File: src/rtl/alu_pkg.sv
// Shared ALU types: opcodes, branch conditions and the architectural flag layout.
// Used by the result stage and the branch unit.
package alu_pkg;

  localparam int DATA_W_DEF = 16;
  localparam int RA_W_DEF   = 3;

  typedef enum logic [3:0] {
    ADD = 4'd0,
    SUB = 4'd1,
    AND = 4'd2,
    OR  = 4'd3,
    XOR = 4'd4,
    CMP = 4'd5,
    MOV = 4'd6,
    SLL = 4'd8,
    SLR = 4'd9,
    SRL = 4'd10,
    SRA = 4'd11,
    LD  = 4'd12,
    ST  = 4'd15
  } alu_op_t;

  typedef enum logic [2:0] {
    BE     = 3'd0,
    BLT    = 3'd1,
    BLE    = 3'd2,
    BNE    = 3'd3,
    ALWAYS = 3'd4
  } br_cond_t;

  typedef struct packed {
    logic s;
    logic z;
    logic c;
    logic v;
  } flags_t;

endpackage

File: src/rtl/br_cond_eval.sv
// Combinational branch-condition decode against a flag set.
// Shared with the branch unit; unused condition codes never take.
module br_cond_eval
  import alu_pkg::*;
(
  input  flags_t   flags,
  input  br_cond_t cond,
  output logic     taken
);

  // decode the condition code into a taken decision
  always_comb begin
    taken = 1'b0;
    case (cond)
      BE:      taken = flags.z;
      BLT:     taken = flags.s ^ flags.v;
      BLE:     taken = flags.z | (flags.s ^ flags.v);
      BNE:     taken = ~flags.z;
      ALWAYS:  taken = 1'b1;
      default: taken = 1'b0;
    endcase
  end

endmodule

File: src/rtl/alu_result_stage.sv
// Single-entry result register behind the ALU: latches result/destination,
// commits flags on accept and resolves branches against the committed flags.
module alu_result_stage
  import alu_pkg::*;
#(
  parameter int DATA_W = 16,
  parameter int RA_W   = 3
) (
  input  logic              clk,
  input  logic              reset,
  input  logic              flush,
  input  logic              in_valid,
  output logic              in_ready,
  input  logic [3:0]        in_op,
  input  logic [DATA_W-1:0] in_res,
  input  logic              in_s,
  input  logic              in_z,
  input  logic              in_c,
  input  logic              in_v,
  input  logic [RA_W-1:0]   in_rd,
  input  logic              in_wen,
  input  logic              in_flag_en,
  input  logic              in_br_en,
  input  logic [2:0]        in_br_cond,
  output logic              out_valid,
  input  logic              out_ready,
  output logic [DATA_W-1:0] out_res,
  output logic [RA_W-1:0]   out_rd,
  output logic              out_wen,
  output logic              out_br_taken,
  output logic [3:0]        flags_q
);

  logic              valid_r;
  logic [DATA_W-1:0] res_r;
  logic [RA_W-1:0]   rd_r;
  logic              wen_r;
  logic              br_taken_r;
  flags_t            flags_r;

  logic accept_s;
  logic drain_s;
  logic cond_taken_s;

  assign in_ready = ~valid_r | out_ready;
  assign accept_s = in_valid & in_ready & ~flush;
  assign drain_s  = valid_r & out_ready;

  // branch resolves on the flags committed before this edge's update
  br_cond_eval u_br_cond_eval (
    .flags (flags_r),
    .cond  (br_cond_t'(in_br_cond)),
    .taken (cond_taken_s)
  );

  // entry register, flag commit and handshake state
  always_ff @(posedge clk) begin
    if (reset) begin
      valid_r    <= 1'b0;
      res_r      <= {DATA_W{1'b0}};
      rd_r       <= {RA_W{1'b0}};
      wen_r      <= 1'b0;
      br_taken_r <= 1'b0;
      flags_r    <= '0;
    end else if (flush) begin
      valid_r    <= 1'b0;
      wen_r      <= 1'b0;
      br_taken_r <= 1'b0;
    end else if (accept_s) begin
      valid_r    <= 1'b1;
      res_r      <= in_res;
      rd_r       <= in_rd;
      wen_r      <= in_wen & (in_op != CMP);
      br_taken_r <= in_br_en & cond_taken_s;
      if (in_flag_en) begin
        flags_r <= '{s: in_s, z: in_z, c: in_c, v: in_v};
      end else begin
        flags_r <= flags_r;
      end
    end else if (drain_s) begin
      valid_r    <= 1'b0;
      wen_r      <= 1'b0;
      br_taken_r <= 1'b0;
    end else begin
      valid_r    <= valid_r;
    end
  end

  assign out_valid    = valid_r;
  assign out_res      = res_r;
  assign out_rd       = rd_r;
  assign out_wen      = wen_r;
  assign out_br_taken = br_taken_r;
  assign flags_q      = flags_r;

endmodule

File: config.mk
export PLATFORM = sky130hd
export DESIGN_NAME = alu_result_stage
export DESIGN_NICKNAME = d
export VERILOG_FILES = /design/src/rtl/alu_pkg.sv /design/src/rtl/br_cond_eval.sv /design/src/rtl/alu_result_stage.sv
export SDC_FILE = /design/constraint.sdc
export NUM_CORES = 1
export LEC_CHECK = 0
export CAP_MARGIN = 10
export CORE_ASPECT_RATIO = 0.5
export CORE_MARGIN = 2
export CORE_UTILIZATION = 37
export CTS_CLUSTER_DIAMETER = 60
export CTS_CLUSTER_SIZE = 24
export DETAILED_ROUTE_END_ITERATION = 10
export GPL_TIMING_DRIVEN = 1
export PLACE_DENSITY = 0.79
export SLEW_MARGIN = 20
export SYNTH_ARGS = -nofsm -noshare
export SYNTH_HDL_FRONTEND = slang
export SYNTH_SLANG_ARGS = --single-unit
File: constraint.sdc
create_clock -name clk -period 1.3 [get_ports clk]
set_clock_uncertainty 0.05 [all_clocks]
set_input_delay 0.26 -clock clk [delete_from_list [all_inputs] [get_ports clk]]
set_output_delay 0.26 -clock clk [all_outputs]
set_load 0.03 [all_outputs]
; ---- Yosys cells after proc, flatten, opt, wreduce, memory -nomap -nowiden
; Index checks and enable logic that the tools add are counted.
[word_totals]
ff_bits = 26
latchBits = 0
ramBits = 0
rom_bits = 0
in_bits = 38
out_inout_bits = 27
word_cells = 35
n_memories = 0
[op_classes]
n_addsub = 0
mul = 0
div = 0
n_lt_le_gt_ge = 0
n_eq_ne = 5
shifts = 0
mux = 5
n_bitwise = 11
n_reduce_logical = 5
[op_table]
columns = operator, n
row1 = $eq A3 B2 Y1 const B, 2
row2 = $and A1 B1 Y1, 5
row3 = $pmux W1 S5, 1
row4 = $mux W1, 4
row5 = $ne A4 B3 Y1 const B, 1
row6 = $eq A3 B1 Y1 const B, 1
row7 = $eq A3 B3 Y1 const B, 1
row8 = $logic_not A3 Y1, 1
row9 = $not A1 Y1, 3
row10 = $reduce_and A3 Y1, 1
row11 = $or A1 B1 Y1, 2
row12 = $reduce_and A2 Y1, 1
row13 = $reduce_bool A2 Y1, 1
row14 = $reduce_or A2 Y1, 1
row15 = $xor A1 B1 Y1, 1

; ---- Depth between registers and ports, before layout
; Gate-level depths: netlist (run 1).
[depth]
depth_word = 5
depth_mapped = 7
depth_no_buf = 5

; ---- Hierarchy
; A second synthesis (run 1) with hierarchy kept.
[unflattened]
cells_unflattened = 131
hier_area_um2 = 1132.3
[modules_own_cells]
columns = module, instances, cells_each, area_each_um2
row1 = alu_result_stage, 1, 123, 1078.5
row2 = br_cond_eval, 1, 8, 53.8

; ---- Worst setup path before layout (run 1)
; OpenSTA, ideal clock, no wires.
[synth_path]
kind = register -> register
startpoint = reg valid_r (netlist: out_valid)
endpoint = reg rd_r[2] (netlist: out_rd[2])
setup_time_ns = 0.069
arrival_ns = 1.347
required_ns = 1.181
setup_slack_ns = -0.167
path_stages_with_launch = 8
n_path_buf = 2
synth_period_minus_slack_ns = 1.467
cell_sequence = dfxtp_1 > and2b_4 > inv_4 > nand2b_4 > buf_8 > buf_12 > nand2_2 > a21oi_2
[synth_between]
elab_chain_len = 5
[synth_lines]
columns = item, line
row1 = start: declaration, alu_result_stage.sv:34  ; logic valid_r;
row2 = start signal: assignment, alu_result_stage.sv:85  ; valid_r <= valid_r;
row3 = $not A1 Y1, alu_result_stage.sv:45  ; assign in_ready = ~valid_r | out_ready;
row4 = $or A1 B1 Y1, alu_result_stage.sv:45
row5 = via in_ready, alu_result_stage.sv:13  ; output logic in_ready,
row6 = $and A1 B1 Y1 (2 in a row), alu_result_stage.sv:46  ; assign accept_s = in_valid & in_ready & ~flush;
row7 = $reduce_and A2 Y1 (no source line), -
row8 = end signal: assignment, alu_result_stage.sv:61  ; rd_r <= {RA_W{1'b0}};
row9 = end signal: assignment, alu_result_stage.sv:72  ; rd_r <= in_rd;
row10 = end: declaration, alu_result_stage.sv:36  ; logic [RA_W-1:0] rd_r;
; The timed path passes the listed nets, and every way through them passes these cells.
; A chain may end at the register's enable or synchronous reset.

; ---- Worst setup path after layout (run 1)
[layout_path]
startpoint = reg valid_r (netlist: out_valid)
endpoint = out in_ready
[layout_between]
elab_chain_len = 2
[layout_lines]
columns = item, line
row1 = $not A1 Y1, alu_result_stage.sv:45
row2 = $or A1 B1 Y1, alu_result_stage.sv:45
row3 = end: declaration, alu_result_stage.sv:13
; No other way between the ends.

==> summary.md, run 1 <==
| Metric | Value |
|---|---|
| Yosys warns | 0 |
| Nets@finish | 238 |
| DRT antenna net count | 0 |
| Util after Layout | 68.4% |
| Mapped cell area | between 1000 and 1500 µm² |
| PwrDens | 953 nW/µm² |
| Worst-Margin Slew | 0.300 ns |
| Multiplexer area fraction after synthesis | 0% |
| Htree depth | 1 |
| Drc violations | 0 |
| I/O pins | 65 |
| Vias | 1121 |
| IO Port Bufs | 64 |
| Setup TNS | -0.0266 ns |
| Die Wd | 81.4 µm |
| Final setup margin | -0.0209 ns |
| Avg WL per Cell | about 14 µm |
| Clock transition at path regs | 0.09 ns |
| Num CTS Buffers | 3 |
| CP max FO | 4 |
| Layout cell share with drive strength beyond 1 | between 30% and 40% |
| CTS sink count | 26 |
| Final worst path period need | 1.32 ns |
| Detailed Place HPWL | 2190 µm |
| RSZ-0062 raised after global routing | yes |
| Max Transition Viols Final | 0 |
| Hold path startpoint | out_ready |
| Max IR drop VDD | 0.486 mV |
| Crit. End Element | primary output |
| Compound-Gate Fraction of Synth Area | 19.3% |
| Simple-gate share of the synthesized area | 26.7% |
| Ant diodes | 0 |
| Vias in the first global route | 1107 |
| Largest family of logic cells by synthesized area | simple AND/OR/NAND/NOR gates |
| DIE AREA | 3480 µm² |
| # Max-Cap Violations | 0 |
| Cell Area, Placed | approximately 1700 µm² |
| Syn Inst Count | 125 |
| Critical path class | flip-flop to primary output |
| F_max | 0.757 GHz |
| Fillers | 215 |
| Critical Path RT | around 1 ns |
| Worst R2R Start | out_valid |
| DR vias/cell | about 4.8 |
| Gpl congestion | between 0.7 and 0.8 |
| Initial antenna violation count | 0 |
| Hold crit path type | primary input to flip-flop |
| Crit share post-route | 102% |
| Final instance area | 1860 µm² |
| Clock root cell | clkbuf_8 |
| Final Hold Fails | 0 |
| Most frequent cells in the layout | clkdlybuf4s50_1 (34), buf_4 (34), nand2_1 (30) |
| Max stage delay cell, worst path | dfxtp_4 |
| Worst setup SP type | flip-flop |
| DP Worst Slack | -0.411 ns |
| Die height | 42.7 µm |
| Relative slew slack | 80.0% |
| Worst-Skew Late Latency | 0.27 ns |
| Initial Util | approximately two fifths |
| Setup violations, final | 2 |
| Drt first pass iters | 4 |
| Synth Area in Adders | 0% |
| Post-Route WL | 3210 µm |
| Critical path cell sequence | and2b_4 -> inv_6 -> buf_6 |
| Grt total ovfl | 0 |
| First-pass GRT wire length | roughly 5000 µm |
| Hold slack | around 0.4 ns |
| Violated checks | negative setup slack |
| Detailed Route Iter0 Violations | 32 |
| Data arrival time at the worst-slack endpoint | 1.01 ns |
| Max clock buf depth | 2 |
| Pin count of the biggest net entering global routing | 24 |
| Synth Area in XOR/XNOR | 0.790% |
| Worst Setup SP | out_valid |
| Avg Cell Area, Syn | 8.87 µm² |
| Sequential element share of the synthesized area | 47.0% |
| Number of library cell types mapped by synthesis | 27 |
| Overall Global Routing Usage | 18.7% |
| Critical Path Max Stage Delay | 0.37 ns |
| Leakage | roughly 0.00075 µW |
| Outcome | finished with violations |
| CTS tree | done |
| Synthesis-stage register bit count | 26 |
| Syn_nets | 163 |
| Area Growth Syn to Fin | 67.6% |
| Row count | 13 |
| Core area | 2720 µm² |
==> Yosys cell counts <==
cell       count  area (µm²)
o2111ai_1      3        26.3
a21boi_0       2        15.0
a211oi_1       1        7.51
a21oi_2       10        87.6
and4_2         1        10.0
and2b_4        1        10.0
a21oi_1       13        65.1
clkbuf_1       2        7.51
inv_4          1        6.26
nand2b_1       1        6.26
nand2b_4       1        13.8
dfxtp_1       26         521
o21ai_0        1        5.00
nor2_4         1        11.3
inv_1          2        7.51
buf_12         1        20.0
or3b_4         1        11.3
buf_2          1        5.00
o211ai_1       1        7.51
buf_4          1        7.51
nand2_2       10        62.6
buf_8          1        15.0
nand4bb_1      1        11.3
xnor2_1        1        8.76
nand2_1       34         128
nand3_1        5        25.0
nor2_1         2        7.51
==> cell type report <==
type | count | area (µm²) | share of cell area (%)
sequential | 26 | 524 | 28.2
multi-input combinational | 93 | 572 | 30.8
clock buffer | 4 | 55.1 | 2.96
inverter | 3 | 16.3 | 0.875
tap | 37 | 46.3 | 2.49
timing repair buffer | 73 | 644 | 34.7
==> metal layers <==
layer / up-vias / global-route usage (%) / part of all wire (%)
li1: 568 / - / -
met1: 530 / 22.3 / 43
met2: 23 / 34.3 / 53
met3: 0 / 4.68 / 3.9
met4: 0 / 3.05 / 0
met5: - / 0 / 0
==> through the flow <==
step / std cells / power, µW
floorplan: 125 / 1050
global route: 236 / 1860
detailed placement: 227 / 1250
CTS: 233 / 1770
global placement: 227 / 1240
finish: 236 / 1770
==> where the power goes <==
part / leakage (µW) / internal [µW] / switching, µW
Combinational: 0.000507 / 203 / 194
Clock: 0.0000288 / 271 / 252
Sequential: 0.000213 / 829 / 22.7
==> critical path: cells and delay by family, from the launching register on <==
family                 cells  cell delay (ns)
flip-flops                 1             0.37
buffers and inverters      2             0.17
AND/OR/NAND/NOR            1             0.21
==> sequential cells by signal, indices dropped and copies added (netlist names) <==
register      count
flags_q           4
out_br_taken      1
out_rd            3
out_res          16
out_valid         1
out_wen           1
==> cells by family after synthesis <==
kind of cell	count (synthesis)
compound gates	31
buf+inv	9
simple gates	58
flops	26
xor+xnor	1
==> worst paths after layout <==
path                   to  slack, ns  depth (start not counted)
min reg2reg   out_res[12]       0.41                          2
min          out_br_taken       0.39                          4
max              in_ready      -0.02                          3
max reg2reg  out_br_taken      -0.01                          6
==> repair_timing <==
item / CTS / global route
hold buffers: 0 / 0
gates resized for setup: 8 / 6
setup endpoints to repair: 24 / 18
pin swaps: 0 / 5
setup buffers: 1 / 1
gates cloned: 1 / 2
No activity file was read; power rests on OpenSTA's default activity.
==> inputs of run 2 (changes only) <==
Settings changed: CORE_MARGIN 2 to not set.
==> run 2 against run 1 <==
The run still ends with negative setup slack left. Sequential share of layout area is 0.19 points higher. Largest cell class unchanged. Critical path depth stayed put. Utilization is 0.46 points lower. Clock power is 13% higher.
==> summary.md, run 2 (synthesis gave the netlist of run 1 again) <==
| Metric | Value |
|---|---|
| Clock root cell | clkbuf_8 |
| Core area | 2720 µm² (unchanged) |
| I/O pins | 65 (unchanged) |
| Fillers | 221 (+2.8%) |
| Max stage delay cell, worst path | dfxtp_4 |
| Final worst path period need | 1.32 ns (+0.000307 ns) |
| Die Wd | 79.4 µm (-2.5%) |
| Row count | 13 (unchanged) |
| Final Power | 1830 µW (+3.4%) |
| Number of flip-flops in the largest register | 16 (unchanged) |
| Critical path class | flip-flop to primary output |
| Violated checks | negative setup slack |
| Drc violations | 0 (unchanged) |
| IO Port Bufs | 64 (unchanged) |
| Critical path cell sequence | and2b_4 -> inv_4 -> buf_6 |
| Drt first pass iters | 4 (unchanged) |
| Worst R2R Start | out_valid |
| Crit path capture | in_ready |
| Post-Route WL | 2840 µm (-12%) |
| Die height | 40.7 µm (-4.7%) |
| Initial Util | 40.8% (unchanged) |
| Outcome | finished with violations |
| Num CTS Buffers | 3 (unchanged) |
| Placed Cells incl. Taps | 225 (-0.88%) |
| Vias | 1082 (-3.5%) |
| Storage cell area | 524 µm² (unchanged) |
| CP max FO | 4 (unchanged) |
| First-pass GRT wire length | 4290 µm (-14%) |
| Worst-Skew Late Latency | 0.27 ns (about the same) |
| Initial antenna violation count | 0 (unchanged) |
| Nets@finish | 235 (-1.3%) |
| Crit share post-route | 102% (about the same) |
| Multi-input gate area | 529 µm² (-7.4%) |
| Leakage | 0.000743 µW (-0.72%) |
| Worst Setup SP | out_valid |
| Pin count of the biggest net entering global routing | 24 (unchanged) |
| Commonest non-fill, non-tap cell in the layout | clkdlybuf4s50_1 |
| Critical Path Max Stage Delay | 0.35 ns (-0.02 ns) |
| Crit path buf inv count | 2 (unchanged) |
| Final Hold Fails | 0 (unchanged) |
| Htree depth | 1 (unchanged) |
| Ant diodes | 0 (unchanged) |
| Final setup margin | -0.0212 ns (-0.000307 ns) |
| Detailed Route Iter0 Violations | 59 (+84%) |
| Util after Layout | 67.9% (-0.46 points) |
| Worst reg2reg path endpoint | flags_q[0] |
| Detailed Place HPWL | 2020 µm (-7.7%) |
| Top Family by Delay on Critical Path | flip-flops |
| Layout cell share with drive strength beyond 1 | 35.2% (-3.0 points) |
| Setup violations, final | 1 (-1) |
| Reg2reg setup slack | 0.05 ns (+0.06 ns) |
| DIE AREA | 3230 µm² (-7.0%) |
| RSZ-0062 raised after global routing | yes |
| CP Depth | 3 (unchanged) |
| Area Growth Syn to Fin | 66.5% |
| Worst setup SP type | flip-flop |
| Gpl congestion | 0.762 (-0.10%) |
| Grt total ovfl | 0 (unchanged) |
| Clock transition at path regs | 0.09 ns (about the same) |
| Hold crit path type | primary input to flip-flop |
| PwrDens | 992 nW/µm² (+4.1%) |
| Max IR drop VDD | 0.638 mV (+31%) |
| CTS sink count | 26 (unchanged) |
| Critical Path RT | 0.99 ns (about the same) |
| Worst-Margin Slew | 0.303 ns (+0.00243 ns) |
| Post-Layout Cell Count | 233 (-1.3%) |
| Max Transition Viols Final | 0 (unchanged) |
| Crit. End Element | primary output |
| Data arrival time at the worst-slack endpoint | 1.01 ns (about the same) |
| DRT antenna net count | 0 (unchanged) |
| DR vias/cell | 4.64 (-2.2%) |
| F_max | 0.757 GHz (about the same) |
| Most frequent cells in the layout | clkdlybuf4s50_1 (34), nand2_1 (33), buf_4 (33) |
| Worst R2R Path Depth | 4 (-2) |
| Hold slack | 0.408 ns (+0.0129 ns) |
| Relative slew slack | 79.8% (-0.16 points) |
| Overall Global Routing Usage | 18.1% (-0.51 points) |
| Vias in the first global route | 914 (-17%) |
| Avg WL per Cell | 12.2 µm (-10%) |
| Max clock buf depth | 2 (unchanged) |
| CTS tree | done |
| # Max-Cap Violations | 0 (unchanged) |
[run 2: cell types whose count changed in the layout (fill, tap and decap cells not counted), sizes merged]
cell	previous run	this run
nand2b	5	2
[run 2: worst min path at each step]
stage,cells past startpoint,startpoint,slack [ns],to
CTS,4,out_ready,0.40,out_br_taken
global placement,2,out_rd[1],0.39,out_rd[1]
finish,4,out_ready,0.41,out_br_taken
global route,2,out_res[5],0.43,out_res[5]
floorplan,1,reset,0.28,out_res[10]
detailed placement,2,out_rd[1],0.40,out_rd[1]
[run 2: worst register-to-register path, delay by kind of cell (launching register included)]
| family | cells | cell delay [ns] |
|---|---|---|
| AO/OA/AOI/OAI | 1 | 0.06 |
| flip-flops | 1 | 0.35 |
| AND/OR/NAND/NOR | 3 | 0.66 |
[run 2: report_power, final]
part | leakage, µW | internal [µW] | switching (µW)
combinational | 0.000496 | 205 | 188
sequential | 0.000213 | 829 | 20.7
clock | 0.0000339 | 335 | 254
total | 0.000743 | 1370 | 462
[run 2: cell type report]
type                       count  share of cell area (%)
inverter                       3                   0.746
clock buffer                   4                    3.59
sequential                    26                    28.4
timing repair buffer          73                    36.1
tap                           37                    2.51
multi-input combinational     90                    28.7
[run 2: layer usage]
layer | part of all wire (%) | vias up | global-route usage, % | routed length, µm
met2 | 52 | 21 | 33.4 | 1470
met3 | 3.9 | 0 | 4.89 | 110
met5 | 0 | - | 0 | 0
met1 | 44 | 500 | 21.8 | 1260
li1 | - | 561 | - | -
met4 | 0 | 0 | 5.45 | 0
[run 2: timing repair]
item / in CTS / in global routing
gates resized for setup: 6 / 0
hold buffers: 0 / 0
gates cloned: 0 / 0
buffers inserted: 3 / 1
setup endpoints to repair: 24 / 3
pin swaps: 1 / 0
[run 2: per-stage QoR]
| stage | worst slack (ns) | setup TNS [ns] | instance area [µm²] |
|---|---|---|---|
| after CTS | -0.0479 | -0.0479 | 1840 |
| after global placement | -0.365 | -8.52 | 1730 |
| after floorplan | 0.00357 | 0 | 1110 |
| final | -0.0212 | -0.0212 | 1850 |
| after detailed placement | -0.391 | -8.70 | 1730 |
| after global routing | -0.0612 | -0.0612 | 1850 |
